**src/rtl/ewrapper_tx_gearbox.sv**
```systemverilog
`default_nettype none
// ============================================================================
// Module      : ewrapper_tx_gearbox
// Description : Word-to-DDR-pair transmit gearbox. Accepts CHANNELS*RATIO-bit
//               words through a one-deep hold register and streams each lane
//               MSB first as (EVEN_OUT, ODD_OUT) pairs, RATIO/2 cycles per word.
//               Optional macro EWRAPPER_TX_TRAIN_EN adds TRAIN_EN, which
//               injects a 1/0 training word at word boundaries.
// Revision    : 1.0 - initial release
// ============================================================================
module ewrapper_tx_gearbox #(
  parameter int   CHANNELS   = 9,
  parameter int   RATIO      = 8,
  parameter logic IDLE_LEVEL = 1'b0
) (
  input  logic                      CLK_IN,
  input  logic                      IO_RESET,
  input  logic                      DATA_IN_VALID,
  input  logic [CHANNELS*RATIO-1:0] DATA_IN,
`ifdef EWRAPPER_TX_TRAIN_EN
  input  logic                      TRAIN_EN,
`endif
  output logic                      DATA_IN_READY,
  output logic [CHANNELS-1:0]       EVEN_OUT,
  output logic [CHANNELS-1:0]       ODD_OUT,
  output logic                      FRAME_OUT,
  output logic                      UNDERRUN
);

  localparam int W    = CHANNELS * RATIO;
  localparam int HALF = RATIO / 2;
  localparam int PW   = (HALF > 1) ? $clog2(HALF) : 1;
  localparam logic [PW-1:0]       C_LAST       = PW'(HALF - 1);
  localparam logic [CHANNELS-1:0] C_IDLE_BITS  = {CHANNELS{IDLE_LEVEL}};
  // Every lane alternates 1,0 from its MSB, so all pairs read EVEN=1, ODD=0.
  localparam logic [W-1:0]        C_TRAIN_WORD = {(W/2){2'b10}};

  typedef enum logic [0:0] {S_IDLE = 1'b0, S_STREAM = 1'b1} state_t;

  state_t                state_q, state_d;
  logic [PW-1:0]         phase_q, phase_d;
  logic [W-1:0]          hold_q, hold_d;
  logic                  hold_full_q, hold_full_d;
  logic [W-1:0]          active_q, active_d;
  logic [CHANNELS-1:0]   even_q, even_d;
  logic [CHANNELS-1:0]   odd_q, odd_d;
  logic                  frame_q, frame_d;
  logic                  underrun_q, underrun_d;

  logic                  w_boundary;
  logic                  w_train_go;
  logic                  w_load_now;
  logic                  w_accept;

  // Extract pair k of every lane as {even, odd}; pair 0 is the lane MSB pair.
  function automatic logic [2*CHANNELS-1:0] pair_of(input logic [W-1:0] word,
                                                    input logic [PW-1:0] k);
    logic [CHANNELS-1:0] ev;
    logic [CHANNELS-1:0] od;
    logic [RATIO-1:0]    lane;
    ev = '0;
    od = '0;
    for (int c = 0; c < CHANNELS; c++) begin
      lane  = word[c*RATIO +: RATIO] << {k, 1'b0};
      ev[c] = lane[RATIO-1];
      od[c] = lane[RATIO-2];
    end
    return {ev, od};
  endfunction

  // Next-state, hold-register handshake and output pair selection.
  always_comb begin
    state_d     = state_q;
    phase_d     = phase_q;
    hold_d      = hold_q;
    hold_full_d = hold_full_q;
    active_d    = active_q;
    even_d      = even_q;
    odd_d       = odd_q;
    frame_d     = 1'b0;
    underrun_d  = 1'b0;

    w_boundary = (state_q == S_IDLE) || (phase_q == C_LAST);
`ifdef EWRAPPER_TX_TRAIN_EN
    w_train_go = w_boundary && TRAIN_EN;
`else
    w_train_go = 1'b0;
`endif
    // A training word takes the boundary slot, so the held word waits.
    w_load_now    = hold_full_q && w_boundary && !w_train_go;
    DATA_IN_READY = !IO_RESET && (!hold_full_q || w_load_now);
    w_accept      = DATA_IN_VALID && DATA_IN_READY;

    if (w_train_go || w_load_now) begin
      active_d          = w_train_go ? C_TRAIN_WORD : hold_q;
      {even_d, odd_d}   = pair_of(active_d, '0);
      phase_d           = '0;
      frame_d           = 1'b1;
      state_d           = S_STREAM;
    end else if (state_q == S_STREAM && phase_q != C_LAST) begin
      phase_d           = phase_q + 1'b1;
      {even_d, odd_d}   = pair_of(active_q, phase_d);
    end else if (state_q == S_STREAM) begin
      // Word finished with nothing queued behind it.
      state_d    = S_IDLE;
      phase_d    = '0;
      even_d     = C_IDLE_BITS;
      odd_d      = C_IDLE_BITS;
      underrun_d = 1'b1;
    end else begin
      even_d = C_IDLE_BITS;
      odd_d  = C_IDLE_BITS;
    end

    // Capture overrides drain: accept and load on one edge leaves hold full.
    if (w_accept) begin
      hold_d      = DATA_IN;
      hold_full_d = 1'b1;
    end else if (w_load_now) begin
      hold_full_d = 1'b0;
    end
  end

  // State and registered outputs; reset drops both words silently.
  always_ff @(posedge CLK_IN) begin
    if (IO_RESET) begin
      state_q     <= S_IDLE;
      phase_q     <= '0;
      hold_q      <= '0;
      hold_full_q <= 1'b0;
      active_q    <= '0;
      even_q      <= C_IDLE_BITS;
      odd_q       <= C_IDLE_BITS;
      frame_q     <= 1'b0;
      underrun_q  <= 1'b0;
    end else begin
      state_q     <= state_d;
      phase_q     <= phase_d;
      hold_q      <= hold_d;
      hold_full_q <= hold_full_d;
      active_q    <= active_d;
      even_q      <= even_d;
      odd_q       <= odd_d;
      frame_q     <= frame_d;
      underrun_q  <= underrun_d;
    end
  end

  assign EVEN_OUT  = even_q;
  assign ODD_OUT   = odd_q;
  assign FRAME_OUT = frame_q;
  assign UNDERRUN  = underrun_q;

endmodule
`default_nettype wire

```
**config.mk**
```make
export PLATFORM = sky130hd
export DESIGN_NAME = ewrapper_tx_gearbox
export DESIGN_NICKNAME = d
export VERILOG_FILES = /design/src/rtl/ewrapper_tx_gearbox.sv
export SDC_FILE = /design/constraint.sdc
export NUM_CORES = 1
export LEC_CHECK = 0
export CAP_MARGIN = 10
export CORE_ASPECT_RATIO = 0.6
export CORE_UTILIZATION = 60
export CTS_BUF_LIST = sky130_fd_sc_hd__clkbuf_4
export CTS_CLUSTER_SIZE = 8
export DETAILED_ROUTE_END_ITERATION = 8
export GPL_ROUTABILITY_DRIVEN = 0
export PLACE_DENSITY = 0.89
export SLEW_MARGIN = 20
export SYNTH_ARGS = -nofsm -noshare
export SYNTH_HDL_FRONTEND = slang
export SYNTH_SLANG_ARGS = --single-unit
export TNS_END_PERCENT = 1
```
**constraint.sdc**
```tcl
create_clock -name CLK_IN -period 2.73 [get_ports CLK_IN]
set_clock_uncertainty 0.1 [all_clocks]
set_input_delay 0.273 -clock CLK_IN [delete_from_list [all_inputs] [get_ports CLK_IN]]
set_output_delay 0.273 -clock CLK_IN [all_outputs]
set_load 0.1 [all_outputs]
```
==> results of run 1 <==
layout make-up:
| class | count | area [µm²] |
|---|---|---|
| Tap cell | 135 | 169 |
| Timing Repair Buffer | 105 | 1020 |
| Clock inverter | 11 | 85.1 |
| Multi-Input combinational cell | 307 | 2650 |
| Inverter | 1 | 3.75 |
| Sequential cell | 168 | 3360 |
| Clock buffer | 19 | 143 |
| Fill cell | 673 | 2510 |
worst paths after layout:
| check | from | depth (start not counted) | slack (ns) | to |
|---|---|---|---|---|
| worst min-delay path | IO_RESET | 2 | 0.06 | hold_full_q |
| worst max register to register | phase_q[0] | 4 | 0.49 | EVEN_OUT[4] |
| worst min register to register | hold_q[69] | 1 | 0.38 | active_q[69] |
| worst max-delay path | phase_q[0] | 4 | 0.49 | EVEN_OUT[4] |
power by group through the flow:
stage,Clock (µW),Sequential [µW],Combinational [µW]
after detailed placement,0,2710,532
after global routing,1380,2670,569
after floorplan,0,2730,303
after CTS,1270,2650,534
final,1250,2650,532
after global placement,0,2700,513
cell families after synthesis:
group | share of synthesized area
buf+inv | 0.0348
fa+ha+maj | 0.00201
mux | 0.190
flops | 0.541
simple gates | 0.0876
compound gates | 0.145
worst register-to-register path, stage by stage, from the launching register on:
cell and delay [ns]:
dfxtp_2 0.35, ha_1 0.32, or4b_1 0.93, o22ai_1 0.37, a21o_1 0.11
registers in the layout (all words and copies together), names as in the netlist:
signal,count
ODD_OUT,9
hold_full_q,1
state_q,1
phase_q,2
UNDERRUN,1
active_q,72
EVEN_OUT,9
FRAME_OUT,1
hold_q,72
cell usage in the layout (no fill, tap or decap):
cell / synthesis / layout
dfxtp_1: 168 / 167
nor2b_1: 74 / 74
clkdlybuf4s50_1: 0 / 73
mux2_2: 72 / 72
a22o_1: 72 / 72
mux2i_1: 37 / 37
buf_4: 0 / 27
clkbuf_4: 0 / 19
o22ai_1: 18 / 18
a21o_1: 18 / 18
clkinv_2: 0 / 4
buf_12: 0 / 4
a21oi_1: 4 / 3
clkinv_1: 0 / 3
nand3b_1: 2 / 2
nor2_1: 2 / 2
clkinvlp_4: 0 / 2
nor3b_2: 0 / 1
nand2b_1: 1 / 1
a21oi_4: 0 / 1
or4b_1: 1 / 1
nand4bb_1: 1 / 1
and2_1: 1 / 1
and2b_1: 1 / 1
inv_1: 1 / 1
nor4bb_1: 1 / 1
ha_1: 1 / 1
clkinv_4: 0 / 1
bufinv_16: 0 / 1
buf_2: 20 / 1
dfxtp_2: 0 / 1
metal layers:
| layer | share of wire | vias up | global-route usage | wire length (µm) |
|---|---|---|---|---|
| met5 | 0 | - | 0 | 0 |
| met4 | 0.016 | 0 | 0.0920 | 208 |
| met3 | 0.083 | 20 | 0.0793 | 1050 |
| met2 | 0.45 | 138 | 0.380 | 5700 |
| met1 | 0.45 | 2066 | 0.333 | 5780 |
| li1 | - | 2027 | - | - |
per-stage QoR:
stage / power [µW] / hold WS (ns)
after global routing: 4620 / 0.0630
after detailed placement: 3240 / 0.353
after CTS: 4450 / 0.0446
final: 4440 / 0.0571
after global placement: 3210 / 0.349
after floorplan: 3030 / 0.302
==> results.cfg, run 1 <==
[synth]
synth-edff-count = 0
yosysWarnings = 0
synth_area_leader_cell = dfxtp_1
syn_inst = 519
synthMostInstantiatedCell = dfxtp_1
synth_top_cell_area_share = 0.541
yosysSeqAreaShare = 0.541
synth_nets = 595
ys_types = 23
synthArstFlopShare = 0
synthTopCellsByArea = dfxtp_1, mux2_2, a22o_1
syn_area_per_cell_um2 = 12.0
synthesis.area_um2 = 6220
synthTopCellsByCount = dfxtp_1, nor2b_1, a22o_1, mux2_2, mux2i_1
synth_ff_type = dfxtp_1
ys_ff_latch = 168

[floorplan]
boundaryPins = 96
core_region_area_um2 = 9950
die_h_um = 80.8
die_x_um = 133
initial_utilization = 0.625
fp-row-count = 28
dieArea_um2 = 10800

[cts]
cts.sinks = 168
ctsHoldBuffers = 0
root_buffer = clkbuf_4
cts_buffer_depth = 2
clk_pin_slew_worst_paths_ns = 0.13
postCtsSetupBuffers = 0
cts_tree = yes
clock_latency_ns = 0.57
htreeDepth = 4
numCtsBuffers = 17
cts.repair.resized = 0

[route]
drtPass1Iterations = 4
wirelength_mm = 12.7
wl_per_cell_um = 17.1
drc_errors = 0
vias = 4251
antenna_left = 0
drt-vias-per-instance = 5.70
drt_iter0_drc = 259

[final_layout]
fin_cells = 746
syn2layout_area_growth_pct = 19.6
final_nets = 676
drive_gt1_frac = 0.219
stdcell_area_um2 = 7440
final_util = 0.747
diodes = 0

[timing]
layout_setup_ws_ns = 0.489
fin_tns_setup_ns = 0
finalCriticalPeriod_ns = 2.24
final-setup-viol-count = 0
period_share = 0.821
max_slew_margin = 0.431
worst_slew_pin_slew_ns = 0.853
hold_viol_final = 0
maxSlewViolCount = 0
rsz0062_at_grt = false
max_freq_mhz = 446

[pwr]
pwr-share-seq = 0.598
p_sw_uw = 1120
p_int_uw = 3310
peakVddDrop_v = 0.000340
p_leak_uw = 0.00306
sw_frac_of_total = 0.253
pwr_density_cell_nw_per_um2 = 597
p_comb_frac = 0.120
p_clk_frac = 0.283

[worst_setup_path]
crit_path_max_fanout = 18
path_cells = ha_1 -> or4b_1 -> o22ai_1 -> a21o_1
crit_family = simple AND/OR/NAND/NOR gates
cp_slowest_stage_delay_ns = 0.92
endpoint_kind = register
cp-start-kind = register
critPathBufInv = 0
crit_type = register to register
slowest_stage = or4b_1
required_ns = 3.14
cp_data_arrival_time_ns = 2.65

[placed_design]
place_area_um2 = 7210
place_ws_ns = 0.566
dp_cells = 716
dp_hpwl_mm = 8.16
place.port_buffers = 95

[global_route]
grt.total_usage = 0.249
gr-total-overflow = 0
grt_pass1_wl_mm = 20.8
grt_max_degree = 61
antenna_found_initial = 0
grt_pass1_vias = 4109

[min_path]
hold_class = input pin to register

[job]
drv_cap = 0

[outcome]
outcome = finished, final reports clean
No activity file was read; power rests on OpenSTA's default activity.
==> run 2, diff against run 1 <==
- CORE_UTILIZATION: 60 -> 55
- PLACE_DENSITY: 0.89 -> 0.82
- clock period: 2.73 -> 2.07 ns (I/O delays scaled with it)
==> run 2 against run 1 <==
  * The flow now finishes with violations (design-rule violations)
  * Sequential cell count did not move
  * Non-clock buffer count rose by 6
  * Via count fell by 1.0%
  * Register-to-register slack got worse by 0.24 ns
  * First-iteration DRC count fell by 11%
  * Combinational power rose by 34%
  * Utilization fell by 4.8 points
  * Critical endpoint is now DATA_IN_READY
==> results.cfg, run 2 (synthesized netlist as in run 1, its figures left out) <==
[worst_setup_path]
crit_path_max_fanout = 6
crit_type = register to output pin
cp_data_arrival_time_ns = 1.59
endpoint_kind = output pin
required_ns = 1.76
cp-start-kind = register

[job]
drv_cap = 0

[timing]
fin_hold_ws_ns = 0.178
fin_tns_setup_ns = 0
rsz0062_at_grt = false
max_slew_margin = 0.543
finalCriticalPeriod_ns = 1.90
final-setup-viol-count = 0
maxSlewViolCount = 0
hold_viol_final = 0
period_share = 0.918
max_freq_mhz = 526
worst_slew_pin_slew_ns = 0.686

[floorplan]
die_h_um = 84.3
core_region_area_um2 = 10800
fp-row-count = 29
die_x_um = 139
boundaryPins = 96
initial_utilization = 0.577
dieArea_um2 = 11700

[min_path]
hold_class = input pin to register

[global_route]
gr-total-overflow = 0
grt_max_degree = 59
antenna_found_initial = 0
grt_pass1_wl_mm = 21.3
grt.total_usage = 0.233
grt_pass1_vias = 4152

[cts]
root_buffer = clkbuf_4
cts.sinks = 168
clock_latency_ns = 0.52
postCtsSetupBuffers = 0
cts_tree = yes
cts_buffer_depth = 2
htreeDepth = 4
clk_pin_slew_worst_paths_ns = 0.13
numCtsBuffers = 17

[pwr]
pwr_density_cell_nw_per_um2 = 810
peakVddDrop_v = 0.000460
p_leak_uw = 0.00311

[outcome]
outcome = complete, but fails checks
violations = design-rule violations

[final_layout]
final_nets = 682
diodes = 0
syn2layout_area_growth_pct = 21.3
reg_top3 = active_q: 72 flops, hold_q: 72 flops
drive_gt1_frac = 0.232
stdcell_area_um2 = 7540
layout_common_cells = dfxtp_1, nor2b_1, clkdlybuf4s50_1
final_common_cell = dfxtp_1

[route]
drtPass1Iterations = 8
wl_met2_mm = 5.57
drt-vias-per-instance = 5.56
drc_errors = 5
antenna_left = 0
wl_met1_mm = 6.59
route.met3.wl_um = 622
drt_iter0_drc = 231
wl_per_cell_um = 17.0
wirelength_mm = 12.9
vias = 4207
routed.top_layer = met4

[placed_design]
dp_hpwl_mm = 8.28
place_area_um2 = 7240
place.port_buffers = 95
[run 2: per-stage QoR]
step            util  setup WS [ns]  power, µW  instances
6_report       0.699          0.170       6110        756
3_3_place_gp   0.672          0.294       4250        725
3_5_place_dp   0.672          0.246       4280        725
4_1_cts        0.699         0.0732       6150        756
5_1_grt        0.699         0.0417       6370        756
2_1_floorplan      -          0.298       4000        519
[run 2: path summary, 6_finish.rpt]
path | startpoint | end | slack (ns) | cells after the start
worst min register to register | hold_q[49] | active_q[49] | 0.37 | 1
worst min-delay path | DATA_IN[58] | hold_q[58] | 0.18 | 2
worst max register to register | phase_q[1] | EVEN_OUT[1] | 0.25 | 5
worst max-delay path | phase_q[1] | DATA_IN_READY | 0.17 | 4
[run 2: power breakdown]
part / switching [µW] / internal [µW]
Combinational: 327 / 385
Clock: 1040 / 856
Sequential: 97.4 / 3400
[run 2: what timing repair did]
action                                  4_1_cts  5_1_grt
hold buffers                                  1        0
endpoints found under the hold margin         1        0
resized for setup                             1        1
endpoints found under the setup margin        1        1
[run 2: worst max-delay path: stages, from the launching register on]
cell     delay [ns]
dfxtp_1        0.36
ha_2           0.23
nor2b_2        0.08
a21oi_2        0.21
buf_12         0.20
[run 2: cell type report]
cell class | count | area [µm²]
Clock buffer | 20 | 150
Timing Repair Buffer | 111 | 1050
Inverter | 1 | 3.75
Tap cell | 139 | 174
Fill cell | 770 | 3240
Sequential cell | 168 | 3360
Multi-Input combinational cell | 307 | 2660
Clock inverter | 10 | 130
[run 2: metal layers]
| metal | GRT usage | vias up |
|---|---|---|
| li1 | - | 2045 |
| met1 | 0.333 | 2047 |
| met4 | 0.0606 | 0 |
| met3 | 0.0650 | 9 |
| met5 | 0 | - |
| met2 | 0.347 | 106 |
==> run 3, diff against run 2 <==
- RECOVER_POWER: unset -> 100
==> run 3 against run 2 <==
  * Count of clock-buffer cells in the layout unchanged
  * Highest routed layer unchanged
  * Register-to-register slack worse by 0.07 ns
  * The flow still finishes with violations (design-rule violations)
  * Critical path depth unchanged
  * Sequential share of layout area up 0.56 points
  * Maximum frequency up 0.32%
  * Total power down 0.37%
  * Worst hold slack better by 0.0042 ns
  * Wire length about the same
  * Cell count unchanged
  * Sequential power about the same
  * Via count up 0.43%
==> results.cfg, run 3 (synthesized netlist as in run 1, its figures left out) <==
[outcome]
outcome = complete, but fails checks
violations = design-rule violations

[global_route]
grt_pass1_vias = 4152
grt_pass1_wl_mm = 21.3
grt.total_usage = 0.233
grt_max_degree = 59
antenna_found_initial = 0
gr-total-overflow = 0

[final_layout]
final_nets = 682
reg_top3 = active_q: 72 flops, hold_q: 72 flops
drive_gt1_frac = 0.230
final_common_cell = dfxtp_1
final_util = 0.691
syn2layout_area_growth_pct = 19.8
layout_common_cells = dfxtp_1, nor2b_1, clkdlybuf4s50_1
diodes = 0

[worst_setup_path]
endpoint_kind = output pin
required_ns = 1.76
cp-start-kind = register
r2r-end = hold_q[14]
cp_slowest_stage_delay_ns = 0.36
crit_type = register to output pin
path_cells = ha_2 -> nor2b_2 -> a21oi_2 -> buf_6
timing.rr.start = phase_q[0]
slowest_stage = dfxtp_1
cp_data_arrival_time_ns = 1.59
crit_path_max_fanout = 6
reg2reg_depth = 5
reg2reg_slack_ns = 0.18

[placed_design]
place.port_buffers = 95
dp_hpwl_mm = 8.28

[min_path]
hold_end = hold_q[58]
min_from = DATA_IN[58]
hold_class = input pin to register
min_path_cells = 2

[route]
drt-vias-per-instance = 5.59
wl_per_cell_um = 17.0
drt_iter0_drc = 256
vias = 4225
drtPass1Iterations = 9
drc_errors = 5
wirelength_mm = 12.9
antenna_left = 0

[timing]
finalCriticalPeriod_ns = 1.89
final-setup-viol-count = 0
maxSlewViolCount = 0
period_share = 0.915
max_slew_margin = 0.545
max_freq_mhz = 528
rsz0062_at_grt = false
fin_tns_setup_ns = 0
hold_viol_final = 0
worst_slew_pin_slew_ns = 0.682

[floorplan]
die_x_um = 139
dieArea_um2 = 11700
initial_utilization = 0.577
die_h_um = 84.3
core_region_area_um2 = 10800
boundaryPins = 96
fp-row-count = 29

[cts]
numCtsBuffers = 17
clock_latency_ns = 0.52
htreeDepth = 4
cts_buffer_depth = 2
clk_pin_slew_worst_paths_ns = 0.13
cts_tree = yes
postCtsSetupBuffers = 0
root_buffer = clkbuf_4
cts.sinks = 168

[pwr]
p_leak_uw = 0.00308
p_int_uw = 4630
sw_frac_of_total = 0.240
pwr-share-seq = 0.575
pwr_density_cell_nw_per_um2 = 817
p_sw_uw = 1460
peakVddDrop_v = 0.000457
p_clk_frac = 0.311
p_comb_frac = 0.114

[job]
drv_cap = 0
## run 3: cell types whose count changed in the layout (fill, tap and decap cells not counted), sizes merged
| cell | change |
|---|---|
| buf | -25 |
| clkbuf | +25 |
## run 3: worst max path at each step
stage                     startpoint            end  slack, ns
after global routing      phase_q[1]  DATA_IN_READY       0.04
final                     phase_q[1]  DATA_IN_READY       0.18
after detailed placement  phase_q[0]      hold_q[8]       0.25
after global placement    phase_q[0]    EVEN_OUT[4]       0.29
after CTS                 phase_q[0]  DATA_IN_READY       0.07
after floorplan           phase_q[0]    EVEN_OUT[4]       0.30
## run 3: power by group through the flow
stage | registers [µW] | clock network, µW | logic, µW
global placement | 3560 | 0 | 686
finish | 3500 | 1890 | 692
detailed placement | 3570 | 0 | 708
global route | 3520 | 2090 | 741
CTS | 3500 | 1930 | 715
floorplan | 3600 | 0 | 401
## run 3: timing repair
item | in CTS | in global routing
endpoints found under the hold margin | 1 | 0
setup endpoints to repair | 1 | 1
hold buffers | 1 | 0
gates resized for setup | 1 | 1
## run 3: worst max-delay path: cells and delay by family (launching register included)
family,cells,cell delay [ns]
AND/OR/NAND/NOR,1,0.08
buffers and inverters,1,0.24
flip-flops,1,0.36
adder cells (fa/ha/maj),1,0.23
AO/OA/AOI/OAI,1,0.17
## run 3: layout make-up
| class | count | area [µm²] |
|---|---|---|
| Inverter | 1 | 3.75 |
| Fill cell | 795 | 3330 |
| Timing Repair Buffer | 111 | 966 |
| Sequential cell | 168 | 3360 |
| Clock buffer | 20 | 150 |
| Tap cell | 139 | 174 |
| Multi-Input combinational cell | 307 | 2660 |
| Clock inverter | 10 | 130 |
## run 3: per-layer routing
metal / global-route usage / up-vias / part of all wire / routed length, µm
met1: 0.333 / 2058 / 0.51 / 6540
met3: 0.0650 / 6 / 0.054 / 700
met4: 0.0606 / 0 / 0.0047 / 60
li1: - / 2043 / - / -
met5: 0 / - / 0 / 0
met2: 0.347 / 118 / 0.43 / 5570
## run 3: stage by stage
| step | cells | instance area, µm² | total power [µW] | setup WS (ns) | hold WS [ns] |
|---|---|---|---|---|---|
| after CTS | 756 | 7530 | 6150 | 0.0732 | 0.131 |
| after floorplan | 519 | 6220 | 4000 | 0.298 | 0.236 |
| after detailed placement | 725 | 7240 | 4280 | 0.246 | 0.352 |
| final | 756 | 7440 | 6090 | 0.176 | 0.182 |
| after global routing | 756 | 7440 | 6350 | 0.0422 | 0.113 |
| after global placement | 725 | 7240 | 4250 | 0.294 | 0.348 |
